## src/rtl/lane_serializer.sv

```systemverilog
// lane_serializer: snapshots the lane array outputs into a small circular
// buffer and drains each snapshot as a serial frame (lane 0 first) over a
// valid/ready stream with start/end-of-frame markers.
//
// state  | meaning
// IDLE   | no frame in flight; pops the head snapshot as soon as one exists
// SHIFT  | presenting beats of the current frame; reloads back-to-back
module lane_serializer #(
  parameter int NUM_LANES = 4,
  parameter int DEPTH     = 2
) (
  input  logic                 clk,
  input  logic                 rst_n,
  input  logic [NUM_LANES-1:0] lane_y,
  input  logic                 cap,
  output logic                 cap_ready,
  output logic                 ser_data,
  output logic                 ser_valid,
  input  logic                 ser_ready,
  output logic                 ser_sof,
  output logic                 ser_eof,
  output logic                 ovf,
  input  logic                 clr_ovf,
  output logic [15:0]          frame_cnt
);

  localparam int PW = (DEPTH > 1) ? $clog2(DEPTH) : 1;
  localparam int IW = $clog2(NUM_LANES);
  localparam int CW = PW + 1;
  localparam logic [IW-1:0] LAST_IDX = IW'(NUM_LANES - 1);
  localparam logic [CW-1:0] DEPTH_C  = CW'(DEPTH);

  typedef enum logic {
    S_IDLE,
    S_SHIFT
  } state_t;

  logic [NUM_LANES-1:0] mem [DEPTH];
  logic [PW-1:0]        wr_ptr;
  logic [PW-1:0]        rd_ptr;
  logic [CW-1:0]        count;
  state_t               state;
  logic [NUM_LANES-1:0] shreg;
  logic [IW-1:0]        idx;

  logic                 push;
  logic                 drop;
  logic                 pop;
  logic                 last_acc;
  logic [NUM_LANES-1:0] head;

  // Space is judged on the registered count only; a pop this cycle does not
  // free a slot for a capture in the same cycle.
  assign cap_ready = (count < DEPTH_C);

  // Capture/pop qualification and the buffer head.
  always_comb begin
    push     = cap && cap_ready;
    drop     = cap && !cap_ready;
    head     = mem[rd_ptr];
    last_acc = (state == S_SHIFT) && ser_ready && (idx == LAST_IDX);
    pop      = (count != '0) && ((state == S_IDLE) || last_acc);
  end

  // Snapshot storage; contents are don't-care until counted in.
  always_ff @(posedge clk) begin
    if (push) mem[wr_ptr] <= lane_y;
  end

  // Pointers and occupancy; simultaneous push and pop leave count unchanged.
  always_ff @(posedge clk) begin
    if (!rst_n) begin
      wr_ptr <= '0;
      rd_ptr <= '0;
      count  <= '0;
    end else begin
      if (push) wr_ptr <= wr_ptr + PW'(1);
      if (pop)  rd_ptr <= rd_ptr + PW'(1);
      case ({push, pop})
        2'b10:   count <= count + CW'(1);
        2'b01:   count <= count - CW'(1);
        default: count <= count;
      endcase
    end
  end

  // Frame FSM with registered stream outputs; outputs only move on acceptance.
  always_ff @(posedge clk) begin
    if (!rst_n) begin
      state     <= S_IDLE;
      shreg     <= '0;
      idx       <= '0;
      ser_valid <= 1'b0;
      ser_data  <= 1'b0;
      ser_sof   <= 1'b0;
      ser_eof   <= 1'b0;
      frame_cnt <= '0;
    end else begin
      case (state)
        S_IDLE: begin
          if (pop) begin
            state     <= S_SHIFT;
            shreg     <= head;
            idx       <= '0;
            ser_valid <= 1'b1;
            ser_data  <= head[0];
            ser_sof   <= 1'b1;
            ser_eof   <= 1'b0;
          end
        end
        S_SHIFT: begin
          if (ser_ready) begin
            if (idx == LAST_IDX) begin
              frame_cnt <= frame_cnt + 16'd1;
              if (pop) begin
                shreg    <= head;
                idx      <= '0;
                ser_data <= head[0];
                ser_sof  <= 1'b1;
                ser_eof  <= 1'b0;
              end else begin
                state     <= S_IDLE;
                ser_valid <= 1'b0;
                ser_data  <= 1'b0;
                ser_sof   <= 1'b0;
                ser_eof   <= 1'b0;
              end
            end else begin
              shreg    <= shreg >> 1;
              idx      <= idx + IW'(1);
              ser_data <= shreg[1];
              ser_sof  <= 1'b0;
              ser_eof  <= ((idx + IW'(1)) == LAST_IDX);
            end
          end
        end
        default: state <= S_IDLE;
      endcase
    end
  end

  // Sticky drop flag; a drop in the same cycle as a clear wins.
  always_ff @(posedge clk) begin
    if (!rst_n)       ovf <= 1'b0;
    else if (drop)    ovf <= 1'b1;
    else if (clr_ovf) ovf <= 1'b0;
  end

endmodule

```

## config.mk

```make
export PLATFORM = sky130hd
export DESIGN_NAME = lane_serializer
export DESIGN_NICKNAME = d
export VERILOG_FILES = /design/src/rtl/lane_serializer.sv
export SDC_FILE = /design/constraint.sdc
export NUM_CORES = 1
export LEC_CHECK = 0
export CORE_UTILIZATION = 55
export DETAILED_ROUTE_END_ITERATION = 12
export PLACE_DENSITY_LB_ADDON = 0.3
export SYNTH_ARGS = -nofsm -noshare
export SYNTH_HDL_FRONTEND = slang
export SYNTH_SLANG_ARGS = --single-unit
export TNS_END_PERCENT = 5
```

## constraint.sdc

```tcl
create_clock -name clk -period 2.9 [get_ports clk]
set_clock_uncertainty 0.15 [all_clocks]
set_input_delay 0.435 -clock clk [delete_from_list [all_inputs] [get_ports clk]]
set_output_delay 0.435 -clock clk [all_outputs]
set_load 0.01 [all_outputs]
```

# Yosys cells after proc, flatten, opt, wreduce, memory -nomap -nowiden

Memory sizes are Yosys's and may differ from the RTL's. A register that Yosys moved wholly into a read port is not among the register bits.
Cells that the tools add are included.

Bits in registers: 32
Bits in writable memories: 8
Input port bits: 9
Output and inout bits: 22
Memories kept: 1

$add $sub $neg: 6
Order comparisons: 1
Equality and inequality tests: 8
Multiplexer cells: 36
Bitwise logic cells: 1
Reductions and logical operators: 13

Memories:

| memory | words | bits a word | rd ports | clocked after memory_dff | write ports | RTL line | text |
|---|---|---|---|---|---|---|---|
| mem    | 2     | 4           | 1        | 1                        | 1           | 38       | `logic [NUM_LANES-1:0] mem [DEPTH];` |

Operator list:

| operator                | count |
|---|---|
| $mux W1                 | 22 |
| $add A16 B1 Y16 const B | 1 |
| $mux W4                 | 3 |
| $pmux W1 S2             | 5 |
| $pmux W2 S2             | 2 |
| $pmux W4 S2             | 1 |
| $eq A2 B2 Y1 const B    | 3 |
| $mux W2                 | 3 |
| $ne A2 B2 Y1 const B    | 3 |
| $reduce_bool A2 Y1      | 3 |
| $logic_and A1 B1 Y1     | 5 |
| $add A2 B1 Y2 const B   | 2 |
| $reduce_and A4 Y1       | 1 |
| $reduce_and A3 Y1       | 1 |
| $add A1 B1 Y1 const B   | 2 |
| $eq A2 B1 Y1 const B    | 1 |
| $lt A2 B2 Y1 const B    | 1 |
| $ne A2 B1 Y1 const B    | 1 |
| $reduce_and A2 Y1       | 1 |
| $sub A2 B1 Y2 const B   | 1 |
| $logic_not A1 Y1        | 1 |
| $logic_or A1 B1 Y1      | 1 |
| $not A1 Y1              | 1 |

# Longest topological paths before layout

Gate-level depths: netlist of the first run.

Depth after elaboration: 8
Depth in mapped cells: 8
Depth with buffers taken out: 7

# Least setup slack after synthesis of the first run

OpenSTA, ideal clock, no wires.

Path type: reg-to-reg
Start: register idx[0]
End: register count[1]
Library setup time: 0.070 ns
Arrival time: 1.765 ns
Required time: 2.680 ns
Path slack: 0.914 ns
Cell stages (with the launch flop): 8
Period minus slack after synthesis: 1.986 ns
Cell sequence: dfxtp_1 > ha_1 > buf_6 > a21boi_0 > nor2_1 > ha_1 > or3_1 > a21oi_1

Cells in the longest elaborated chain, start to end: 6
Elaborated cells on any way between the ends: 8
Those cells by class: eq/ne: 3; mux: 1; reduce/logical: 4

RTL lines:

| item                                              | RTL line | text |
|---|---|---|
| start: declaration                                | 44       | `logic [IW-1:0] idx;` |
| start signal: assignment                          | 130      | `idx <= idx + IW'(1);` |
| $eq A2 B2 Y1 *                                    | 61       | `last_acc = (state == S_SHIFT) && ser_ready && (idx == LAST_IDX);` |
| $logic_and A1 B1 Y1 *                             | 61       |  |
| $logic_or A1 B1 Y1 *                              | 62       | `pop = (count != '0) && ((state == S_IDLE) \|\| last_acc);` |
| $logic_and A1 B1 Y1 *                             | 62       |  |
| net pop                                           | 48       | `logic pop;` |
| $eq A2 B1 Y1 or $eq A2 B2 Y1 (tied branches)      | 79       | `case ({push, pop})` |
| $pmux W2 S2 or $reduce_bool A2 Y1 (tied branches) | --       |  |
| end signal: assignment                            | 80       | `2'b10: count <= count + CW'(1);` |
| end signal: assignment                            | 81       | `2'b01: count <= count - CW'(1);` |
| end signal: assignment                            | 82       | `default: count <= count;` |
| end: declaration                                  | 41       | `logic [CW-1:0] count;` |

Mark *: on every way through the listed nets, which the timed path passes. The rest lies on a longest branch.
A chain may end at the register's enable or synchronous reset.

# Final worst setup path of the first run

Start: input ser_ready
End: register count[1]

Cells in the longest elaborated chain, start to end: 6
Elaborated cells on any way between the ends: 8
Those cells by class: eq/ne: 2; mux: 1; reduce/logical: 5

RTL lines:

| item                                              | RTL line | text |
|---|---|---|
| start: declaration                                | 19       | `input logic ser_ready,` |
| $logic_and A1 B1 Y1 * (2 in a row)                | 61       |  |
| $logic_or A1 B1 Y1 *                              | 62       |  |
| $logic_and A1 B1 Y1 *                             | 62       |  |
| net pop                                           | 48       |  |
| $eq A2 B1 Y1 or $eq A2 B2 Y1 (tied branches)      | 79       |  |
| $pmux W2 S2 or $reduce_bool A2 Y1 (tied branches) | --       |  |

Marked as above.

==> results of run 1 <==
state kept, by name (all words and copies together), names as in the netlist, 2 cells and up, named ones only:
signal	flops
frame_cnt	16
mem	8
shreg	3
count	2
idx	2
through the flow:
| stage | hold WS, ns | worst slack, ns | cells | utilization | area [µm²] |
|---|---|---|---|---|---|
| after floorplan | 0.318 | 0.914 | 180 | - | 1730 |
| after global placement | 0.293 | 0.438 | 246 | 0.712 | 2050 |
| final | 0.320 | 0.693 | 254 | 0.739 | 2130 |
| after global routing | 0.360 | 0.590 | 254 | 0.739 | 2130 |
| after CTS | 0.319 | 0.730 | 254 | 0.739 | 2130 |
| after detailed placement | 0.303 | 0.361 | 246 | 0.712 | 2050 |
routing by layer:
metal  wire length (µm)  share of wire
met1               1500           0.43
met2               1710           0.49
met3                228          0.065
met4                 61          0.017
met5                  0              0
path summary, 6_finish.rpt:
path | cells past startpoint | slack [ns] | start | end
hold / removal | 2 | 0.32 | ser_data$_SDFFE_PN0P_ | ser_data$_SDFFE_PN0P_
hold reg to reg | 2 | 0.32 | ser_data$_SDFFE_PN0P_ | ser_data$_SDFFE_PN0P_
setup / recovery | 6 | 0.69 | ser_ready | count[1]$_SDFFE_PN0P_
setup reg to reg | 6 | 0.72 | idx[0]$_SDFFE_PN0P_ | count[1]$_SDFFE_PN0P_
Yosys cell counts, types with 3 or more instances:
master	number	area, µm²
dfxtp_1	32	641
nor2_1	29	109
a21oi_1	13	65.1
nand2_1	11	41.3
o21ai_0	9	45.0
edfxtp_1	8	240
xor2_1	8	70.1
nand4_1	7	43.8
nand3_1	6	30.0
xnor2_1	5	43.8
ha_1	4	50.1
clkbuf_1	3	11.3
inv_1	3	11.3
mux2i_1	3	30.0
nand2b_1	3	18.8
or3_1	3	18.8
tightest hold or removal path, cell delays in order, from the launching register on:
cell	delay, ns
dfxtp_1	0.33
nand2_1	0.05
a21oi_1	0.05
area by class of cell:
cell class | instances | area [µm²]
Clock inverter | 3 | 42.5
Multi-Input combinational cell | 129 | 787
Timing Repair Buffer | 32 | 315
Fill cell | 214 | 749
Inverter | 3 | 11.3
Sequential cell | 40 | 881
Tap cell | 42 | 52.6
Clock buffer | 5 | 37.5
where the power goes:
| group | total [mW] | internal [mW] | switching, mW |
|---|---|---|---|
| logic | 0.384 | 0.184 | 0.200 |
| clock network | 0.365 | 0.180 | 0.185 |
| registers | 0.718 | 0.653 | 0.0654 |
| total | 1.47 | 1.02 | 0.451 |
kinds of logic after synthesis:
group / after synthesis / share of synthesized area
muxes: 5 / 0.0304
xor gates and xnor gates: 13 / 0.0658
DFF: 40 / 0.509
adders and majority gates: 4 / 0.0289
and+or+nand+nor: 75 / 0.221
buffers and inverters: 11 / 0.0355
AOI/OAI and AO/OA: 32 / 0.109
==> impl_metrics.csv, run 1 <==
group,metric,value,unit
power_and_ir_drop,peakVddDrop,548,µV
status,violations,"design-rule violations",
global_route,grt_max_degree,20,
job,cap_viol_max_count,0,
timing,fmax,453,MHz
timing,worst_slew_pin_slew,0.594,ns
detailed_routing,post_drt_wl_per_cell,13.8,µm
timing,finalSetupViolCount,0,
cts,cts_buffers,5,
synthesis,synth_edf_count,8,
global_route,grt_use_met3,0.0625,
cts,cts_tree,"yes",
finish,drive_gt1_frac,0.0755,
global_route,grt-ovfl-total,0,
detailed_routing,drt_iter0_markers,76,
critical_path,crit_path_max_fanout,10,
power_and_ir_drop,power.total,1.47,mW
place,dp_hpwl,2560,µm
cts,clk_pin_slew,0.12,ns
detailed_routing,dr.pass1.iters,8,
timing,post-route-period-util,0.761,
floorplanning,io-pin-count,31,
global_route,busiest_layer,"met2",
finish,syn_to_final_growth,23.0,%
min_path,hp-class,"reg -> reg",
timing,hold_viol,0,
cts,cts_sinks,40,
cts,hold_buffers,0,
timing,fin_crit,2.21,ns
cts,clk_latency,0.35,ns
detailed_routing,ant_nets,0,
synthesis,yosysSeqAreaShare,0.509,
critical_path,arrival,2.34,ns
detailed_routing,vias,1412,
synthesis,yosysWarnings,0,
place,gp_congestion,0.807,
floorplanning,die_y,58.1,µm
floorplanning,die_w,58.1,µm
status,status,"finished, violations left",
critical_path,critPathBufInv,1,
critical_path,cp-start-kind,"input pin",
detailed_routing,wirelength,3500,µm
cts,cts.path.max_buffers,2,
finish,insertedDiodeCount,0,
floorplanning,core,0.00288,mm²
place,port_buffers,30,
timing,maxSlewViolCount,0,
critical_path,path_delay_family,"buffers and inverters",
synthesis,avgSynthCellArea,9.61,µm²
global_route,grt.total_usage,0.232,
critical_path,critPathCaptureType,"flip-flop",
finish,final_cell_mix,"32 x dfxtp_1, 30 x clkdlybuf4s50_1, 29 x nor2_1",
global_route,use_met1,0.276,
power_and_ir_drop,powerDensity,690,mW/mm²
floorplanning,rows,19,
synthesis,async_flop_share,0,
critical_path,cp_data_required_time,3.03,ns
finish,layout_commonest_cell,"dfxtp_1",
critical_path,cp_slowest_stage_delay,0.65,ns
timing,slew_headroom,0.604,
cts,cts_setup_buffers,0,
synthesis,synth_top_flop_cell,"dfxtp_1",
cts,cts-root-buf,"clkbuf_4",
timing,final.setup.tns,0,ns
critical_path,worstSetupPathType,"in -> reg",
synthesis,ys_ff_latch,40,
floorplanning,initial_utilization,0.601,
synthesis,synthCells,180,
detailed_routing,viasPerCell,5.56,
detailed_routing,remaining_drc_errors,2,
critical_path,path_cells,"clkdlybuf4s50_1 -> a21boi_0 -> nor2_1 -> ha_1 -> or3_1 -> a21oi_1",
cts,cts_max_level,2,
synthesis,synth_nets,193,
global_route,met2_usage,0.396,
global_route,grt_pass1_wl,5790,µm
timing,rsz0062_at_grt,"false",
global_route,antenna_found_initial,0,
cts,cts_resized,0,
power_and_ir_drop,leakagePower,0.748,nW
finish,final_nets,224,
floorplanning,dieArea,0.00337,mm²
synthesis,ys_types,39,
critical_path,cp_slowest_cell,"clkdlybuf4s50_1",
synthesis,netlist_area,0.00173,mm²
global_route,grt_pass1_vias,1342,
Note: power is estimated with default switching activity, not from simulation.
==> run 2: changes to the inputs <==
--- a/config.mk
+++ b/config.mk
@@ -5,7 +5,7 @@
 export SDC_FILE = /design/constraint.sdc
 export NUM_CORES = 1
 export LEC_CHECK = 0
-export CORE_UTILIZATION = 55
+export CORE_UTILIZATION = 46
 export DETAILED_ROUTE_END_ITERATION = 12
 export PLACE_DENSITY_LB_ADDON = 0.3
 export SYNTH_ARGS = -nofsm -noshare
==> constraint.sdc (replaced) <==
create_clock -name clk -period 2 [get_ports clk]
set_clock_uncertainty 0.15 [all_clocks]
set_input_delay 0.3 -clock clk [delete_from_list [all_inputs] [get_ports clk]]
set_output_delay 0.3 -clock clk [all_outputs]
set_load 0.01 [all_outputs]
==> run 2 against run 1 <==
The run now ends clean. Critical path depth shrank 1. Cell count grew 6.3%. Final area grew 5.9%. Worst hold slack is essentially flat. First-iteration DRC count grew 26%. Setup slack lost 0.60 ns. Wire length shrank 1.5%. Count of clock-buffer cells in the layout is the same. Clock power grew 75%.
==> impl_metrics.csv, run 2 (same netlist as run 1, synthesis figures left out) <==
group,metric,value,unit
cts,cts-root-buf,"clkbuf_8",
place,port_buffers,30,
detailed_routing,met2_length,1600,µm
finish,layout_commonest_cell,"dfxtp_1",
global_route,antenna_found_initial,0,
cts,hold_buffers,0,
detailed_routing,drt_iter0_markers,96,
floorplanning,dieArea,0.00401,mm²
finish,drive_gt1_frac,0.125,
cts,cts.path.max_buffers,2,
floorplanning,io-pin-count,31,
timing,rsz0062_at_grt,"false",
finish,insertedDiodeCount,0,
finish,largestRegisters,"frame_cnt: 16 flops, mem: 8 flops, shreg: 3 flops",
timing,worst_slew_pin_slew,0.374,ns
detailed_routing,met1_length,1610,µm
detailed_routing,wirelength,3440,µm
critical_path,worstSetupPathType,"reg -> reg",
detailed_routing,dr.max_layer_used,"met4",
detailed_routing,remaining_drc_errors,0,
detailed_routing,vias,1437,
power_and_ir_drop,powerDensity,1010,mW/mm²
finish,regMostFlops,"frame_cnt",
critical_path,critPathCaptureType,"flip-flop",
cts,cts_sinks,40,
critical_path,cp_data_required_time,2.07,ns
global_route,grt_max_degree,21,
cts,cts_max_level,2,
min_path,hp-class,"reg -> reg",
cts,clk_pin_slew,0.08,ns
timing,slew_headroom,0.748,
global_route,grt-ovfl-total,0,
global_route,grt.total_usage,0.190,
timing,final.setup.tns,0,ns
floorplanning,die_w,63.3,µm
cts,cts_buffers,5,
floorplanning,die_y,63.3,µm
critical_path,arrival,1.97,ns
cts,cts_resized,0,
critical_path,cp-start-kind,"flip-flop",
power_and_ir_drop,peakVddDrop,711,µV
cts,clk_latency,0.28,ns
floorplanning,rows,21,
critical_path,crit_path_max_fanout,6,
global_route,grt_pass1_wl,6010,µm
place,gp_congestion,0.742,
place,pre_cts_ws,-0.125,ns
detailed_routing,viasPerCell,5.32,
power_and_ir_drop,leakagePower,0.822,nW
status,status,"finished, final reports clean",
cts,cts_setup_buffers,0,
finish,fin_area,0.00225,mm²
finish,final_nets,236,
floorplanning,core,0.00347,mm²
timing,fmax,525,MHz
detailed_routing,ant_nets,0,
timing,fin_crit,1.90,ns
detailed_routing,dr.pass1.iters,4,
detailed_routing,met3WireLength,183,µm
global_route,grt_pass1_vias,1354,
finish,final_cell_mix,"32 x dfxtp_1, 30 x clkdlybuf4s50_1, 29 x nor2_1",
timing,maxSlewViolCount,0,
finish,largest_register_ffs,16,
timing,finalSetupViolCount,0,
cts,cts_tree,"yes",
timing,hold_viol,0,
job,cap_viol_max_count,0,
finish,syn_to_final_growth,30.3,%
place,dpl-instance-area,0.00214,mm²
floorplanning,initial_utilization,0.499,
place,dp_hpwl,2560,µm
timing,post-route-period-util,0.952,
detailed_routing,post_drt_wl_per_cell,12.8,µm
timing,setup_slack,0.0969,ns
-- run 2: cell types whose count changed in the layout (fill, tap and decap cells not counted) --
| cell | change |
|---|---|
| clkbuf_4 | -5 |
| clkbuf_8 | +5 |
| a21boi_1 | +1 |
| buf_4 | +12 |
| a21boi_0 | -1 |
-- run 2: metal layers --
layer,GRT usage,vias up
met5,0,-
met4,0.0682,0
met3,0.0380,7
met2,0.305,37
met1,0.253,673
li1,-,720
-- run 2: final timing paths --
path / from / to / slack [ns] / depth (start not counted)
setup / recovery: idx[0]$_SDFFE_PN0P_ / frame_cnt[15]$_SDFFE_PN0P_ / 0.1 / 5
hold / removal: ser_data$_SDFFE_PN0P_ / ser_data$_SDFFE_PN0P_ / 0.32 / 2
setup reg to reg: idx[0]$_SDFFE_PN0P_ / frame_cnt[15]$_SDFFE_PN0P_ / 0.1 / 5
hold reg to reg: ser_data$_SDFFE_PN0P_ / ser_data$_SDFFE_PN0P_ / 0.32 / 2
-- run 2: power breakdown --
| group | internal [mW] | leakage (nW) | switching (mW) |
|---|---|---|---|
| Clock | 0.369 | 0.0541 | 0.272 |
| Combinational | 0.295 | 0.433 | 0.302 |
| Sequential | 0.947 | 0.335 | 0.0802 |
-- run 2: stage by stage --
step                      hold slack [ns]  std cells  power (mW)   util
after CTS                           0.329        270        2.28  0.650
after global placement              0.298        262        1.61  0.618
final                               0.320        270        2.27  0.650
after floorplan                     0.249        180        1.42      -
after global routing                0.349        270        2.40  0.650
after detailed placement            0.319        262        1.64  0.618
-- run 2: cell type report --
cell class | count | area (µm²)
multi-input combinational | 129 | 787
tap | 46 | 57.6
timing repair buffer | 44 | 405
clock inverter | 3 | 42.5
sequential | 40 | 881
fill | 311 | 1210
inverter | 3 | 11.3
clock buffer | 5 | 68.8
-- run 2: worst max-delay path, stage by stage, from the launching register on --
cell and delay, ns:
dfxtp_1 0.38, ha_1 0.23, and4_1 0.29, nand3_4 0.11, or4_1 0.53, a21oi_1 0.14
==> run 3: changes to the inputs <==
--- a/config.mk
+++ b/config.mk
@@ -5,7 +5,9 @@
 export SDC_FILE = /design/constraint.sdc
 export NUM_CORES = 1
 export LEC_CHECK = 0
-export CORE_UTILIZATION = 46
+export ABC_AREA = 1
+export CORE_UTILIZATION = 47
+export CTS_CLUSTER_SIZE = 25
 export DETAILED_ROUTE_END_ITERATION = 12
 export PLACE_DENSITY_LB_ADDON = 0.3
 export SYNTH_ARGS = -nofsm -noshare
==> constraint.sdc (replaced) <==
create_clock -name clk -period 2 [get_ports clk]
set_clock_uncertainty 0.15 [all_clocks]
set_input_delay 0.3 -clock clk [delete_from_list [all_inputs] [get_ports clk]]
set_output_delay 0.3 -clock clk [all_outputs]
set_load 0.02 [all_outputs]
==> run 3 against run 2 <==
Combinational power increased by 1%. Critical path depth decreased by 3. Register-to-register slack improved by 0.07 ns. Power increased by 2.1%. Sequential power about the same. Synthesized cell count increased by 23%. Via count increased by 5.4%. Largest power group unchanged.
==> impl_metrics.csv, run 3 <==
group,metric,value,unit
synthesis,synth_top_flop_cell,"dfxtp_1",
finish,fin_util,0.633,
place,place_inst,306,
timing,setup_slack,0.132,ns
timing,maxSlewViolCount,0,
detailed_routing,post_drt_wl_per_cell,11.2,µm
finish,regMostFlops,"frame_cnt",
place,dpl-instance-area,0.00219,mm²
cts,cts_buffers,5,
finish,fin_area,0.00232,mm²
power_and_ir_drop,leakagePower,0.886,nW
timing,finalSetupViolCount,0,
synthesis,async_flop_share,0,
cts,clk_pin_slew,0.07,ns
finish,largestRegisters,"frame_cnt: 16 flops, mem: 8 flops, shreg: 3 flops",
cts,cts_setup_buffers,0,
global_route,antenna_found_initial,0,
finish,layout_commonest_cell,"nand2_1",
global_route,grt-ovfl-total,0,
detailed_routing,dr.pass1.iters,5,
timing,fmax,535,MHz
finish,fin_cells,314,
synthesis,ys_top_cells_by_area,"dfxtp_1 36%, edfxtp_1 13%, nand2_1 11%, nor2_1 6.3%, a21oi_1 5.9%",
critical_path,cp_slowest_stage_delay,0.63,ns
critical_path,worstSetupPathType,"reg -> out",
power_and_ir_drop,power.total,2.31,mW
cts,clk_latency,0.30,ns
place,gp_congestion,0.782,
critical_path,critPathBufInv,2,
critical_path,cp-start-kind,"flip-flop",
detailed_routing,ant_nets,0,
global_route,grt.total_usage,0.197,
critical_path,critPathCaptureType,"primary output",
critical_path,path_cells,"inv_1 -> clkdlybuf4s50_1",
floorplanning,die_w,63.7,µm
synthesis,synth_top_area_cell,"dfxtp_1",
detailed_routing,vias,1514,
synthesis,synthCells,222,
synthesis,synth_commonest_cells,"52 x nand2_1, 32 x dfxtp_1, 30 x nor2_1",
timing,hold_viol,0,
synthesis,avgSynthCellArea,8.05,µm²
timing,fin_crit,1.87,ns
cts,cts_max_level,2,
finish,drive_gt1_frac,0.105,
floorplanning,io-pin-count,31,
global_route,grt_pass1_wl,6020,µm
finish,final_cell_mix,"52 x nand2_1, 30 x dfxtp_1, 30 x clkdlybuf4s50_1",
floorplanning,die_y,63.7,µm
detailed_routing,remaining_drc_errors,0,
global_route,grt_max_degree,16,
timing,slew_headroom,0.716,
finish,fillers,318,
status,status,"finished, final reports clean",
synthesis,synth_nets,235,
synthesis,yosysSeqAreaShare,0.493,
finish,final_nets,278,
cts,cts_tree,"yes",
floorplanning,initial_utilization,0.488,
finish,insertedDiodeCount,0,
finish,largest_register_ffs,16,
synthesis,synth.most_common_cell,"nand2_1",
cts,cts.path.max_buffers,2,
synthesis,yosysWarnings,0,
floorplanning,dieArea,0.00405,mm²
global_route,grt_pass1_vias,1355,
timing,fin_hold_ws,0.317,ns
synthesis,netlist_area,0.00179,mm²
critical_path,crit_path_max_fanout,5,
min_path,hp-class,"reg -> reg",
detailed_routing,viasPerCell,4.82,
detailed_routing,drt_iter0_markers,97,
power_and_ir_drop,peakVddDrop,629,µV
timing,post-route-period-util,0.934,
place,dp_hpwl,2620,µm
power_and_ir_drop,powerDensity,998,mW/mm²
timing,worst_slew_pin_slew,0.424,ns
timing,rsz0062_at_grt,"false",
job,cap_viol_max_count,0,
timing,final.setup.tns,0,ns
critical_path,arrival,1.42,ns
floorplanning,rows,22,
critical_path,path_delay_family,"buffers and inverters",
critical_path,cp_data_required_time,1.55,ns
floorplanning,core,0.00366,mm²
critical_path,cp_slowest_cell,"clkdlybuf4s50_1",
place,pre_cts_ws,-0.143,ns
synthesis,synth_edf_count,8,
synthesis,ys_ff_latch,40,
cts,cts-root-buf,"clkbuf_8",
synthesis,ys_types,27,
finish,syn_to_final_growth,29.8,%
place,port_buffers,30,
synthesis,synth_top_cell_area_share,0.359,
cts,cts_sinks,40,
detailed_routing,wirelength,3520,µm
-- run 3: changes by cell type after synthesis, sizes merged, moves of 3 or more --
cell and delta:
nand2 +42, inv +24, a21oi +8, or3 -5, xnor2 -5, buf -4, nand2b -3, nor2 +3
o21ai +3, xor2 -3
-- run 3: cell type report --
class	count	area, µm²	share of cell area
Clock buffer	5	68.8	0.0297
Clock inverter	3	42.5	0.0183
Inverter	28	105	0.0453
Multi-Input combinational cell	151	791	0.341
Sequential cell	40	883	0.381
Tap cell	48	60.1	0.0259
Timing Repair Buffer	39	368	0.159
-- run 3: final timing paths --
path / start / to / slack, ns / cells after the start
min reg2reg: ovf$_SDFFE_PN0P_ / ovf$_SDFFE_PN0P_ / 0.32 / 2
max: count[1]$_SDFFE_PN0P_ / cap_ready / 0.13 / 2
max reg2reg: idx[0]$_SDFFE_PN0P_ / count[1]$_SDFFE_PN0P_ / 0.17 / 10
min: ovf$_SDFFE_PN0P_ / ovf$_SDFFE_PN0P_ / 0.32 / 2
-- run 3: report_power, final --
group | switching, mW | total [mW] | leakage (nW) | internal (mW)
Sequential | 0.0979 | 1.05 | 0.336 | 0.954
Combinational | 0.333 | 0.603 | 0.496 | 0.270
Clock | 0.289 | 0.658 | 0.0541 | 0.369
Total | 0.721 | 2.31 | 0.886 | 1.59
-- run 3: worst min-delay path, stage by stage (launching register included) --
cell and delay [ns]:
dfxtp_1 0.31, nand2_1 0.06, a21oi_1 0.05
-- run 3: logic make-up (layout without fill, tap and decap cells) --
logic type | after synthesis | in the layout | share of synthesized area
fa+ha+maj | 4 | 4 | 0.0280
xor+xnor | 5 | 5 | 0.0245
compound gates | 37 | 37 | 0.110
buf+inv | 31 | 75 | 0.0728
mux | 3 | 3 | 0.0175
flops | 40 | 40 | 0.493
simple gates | 102 | 102 | 0.254
-- run 3: per-layer routing --
metal,global-route usage,part of all wire
met5,0,0
met4,0.0852,0.020
met3,0.0598,0.039
met2,0.306,0.46
met1,0.252,0.48
-- run 3: timing repair --
action | in CTS | in global routing
hold buffers | 0 | 0
resized for setup | 0 | 6
endpoints found under the setup margin | 0 | 1
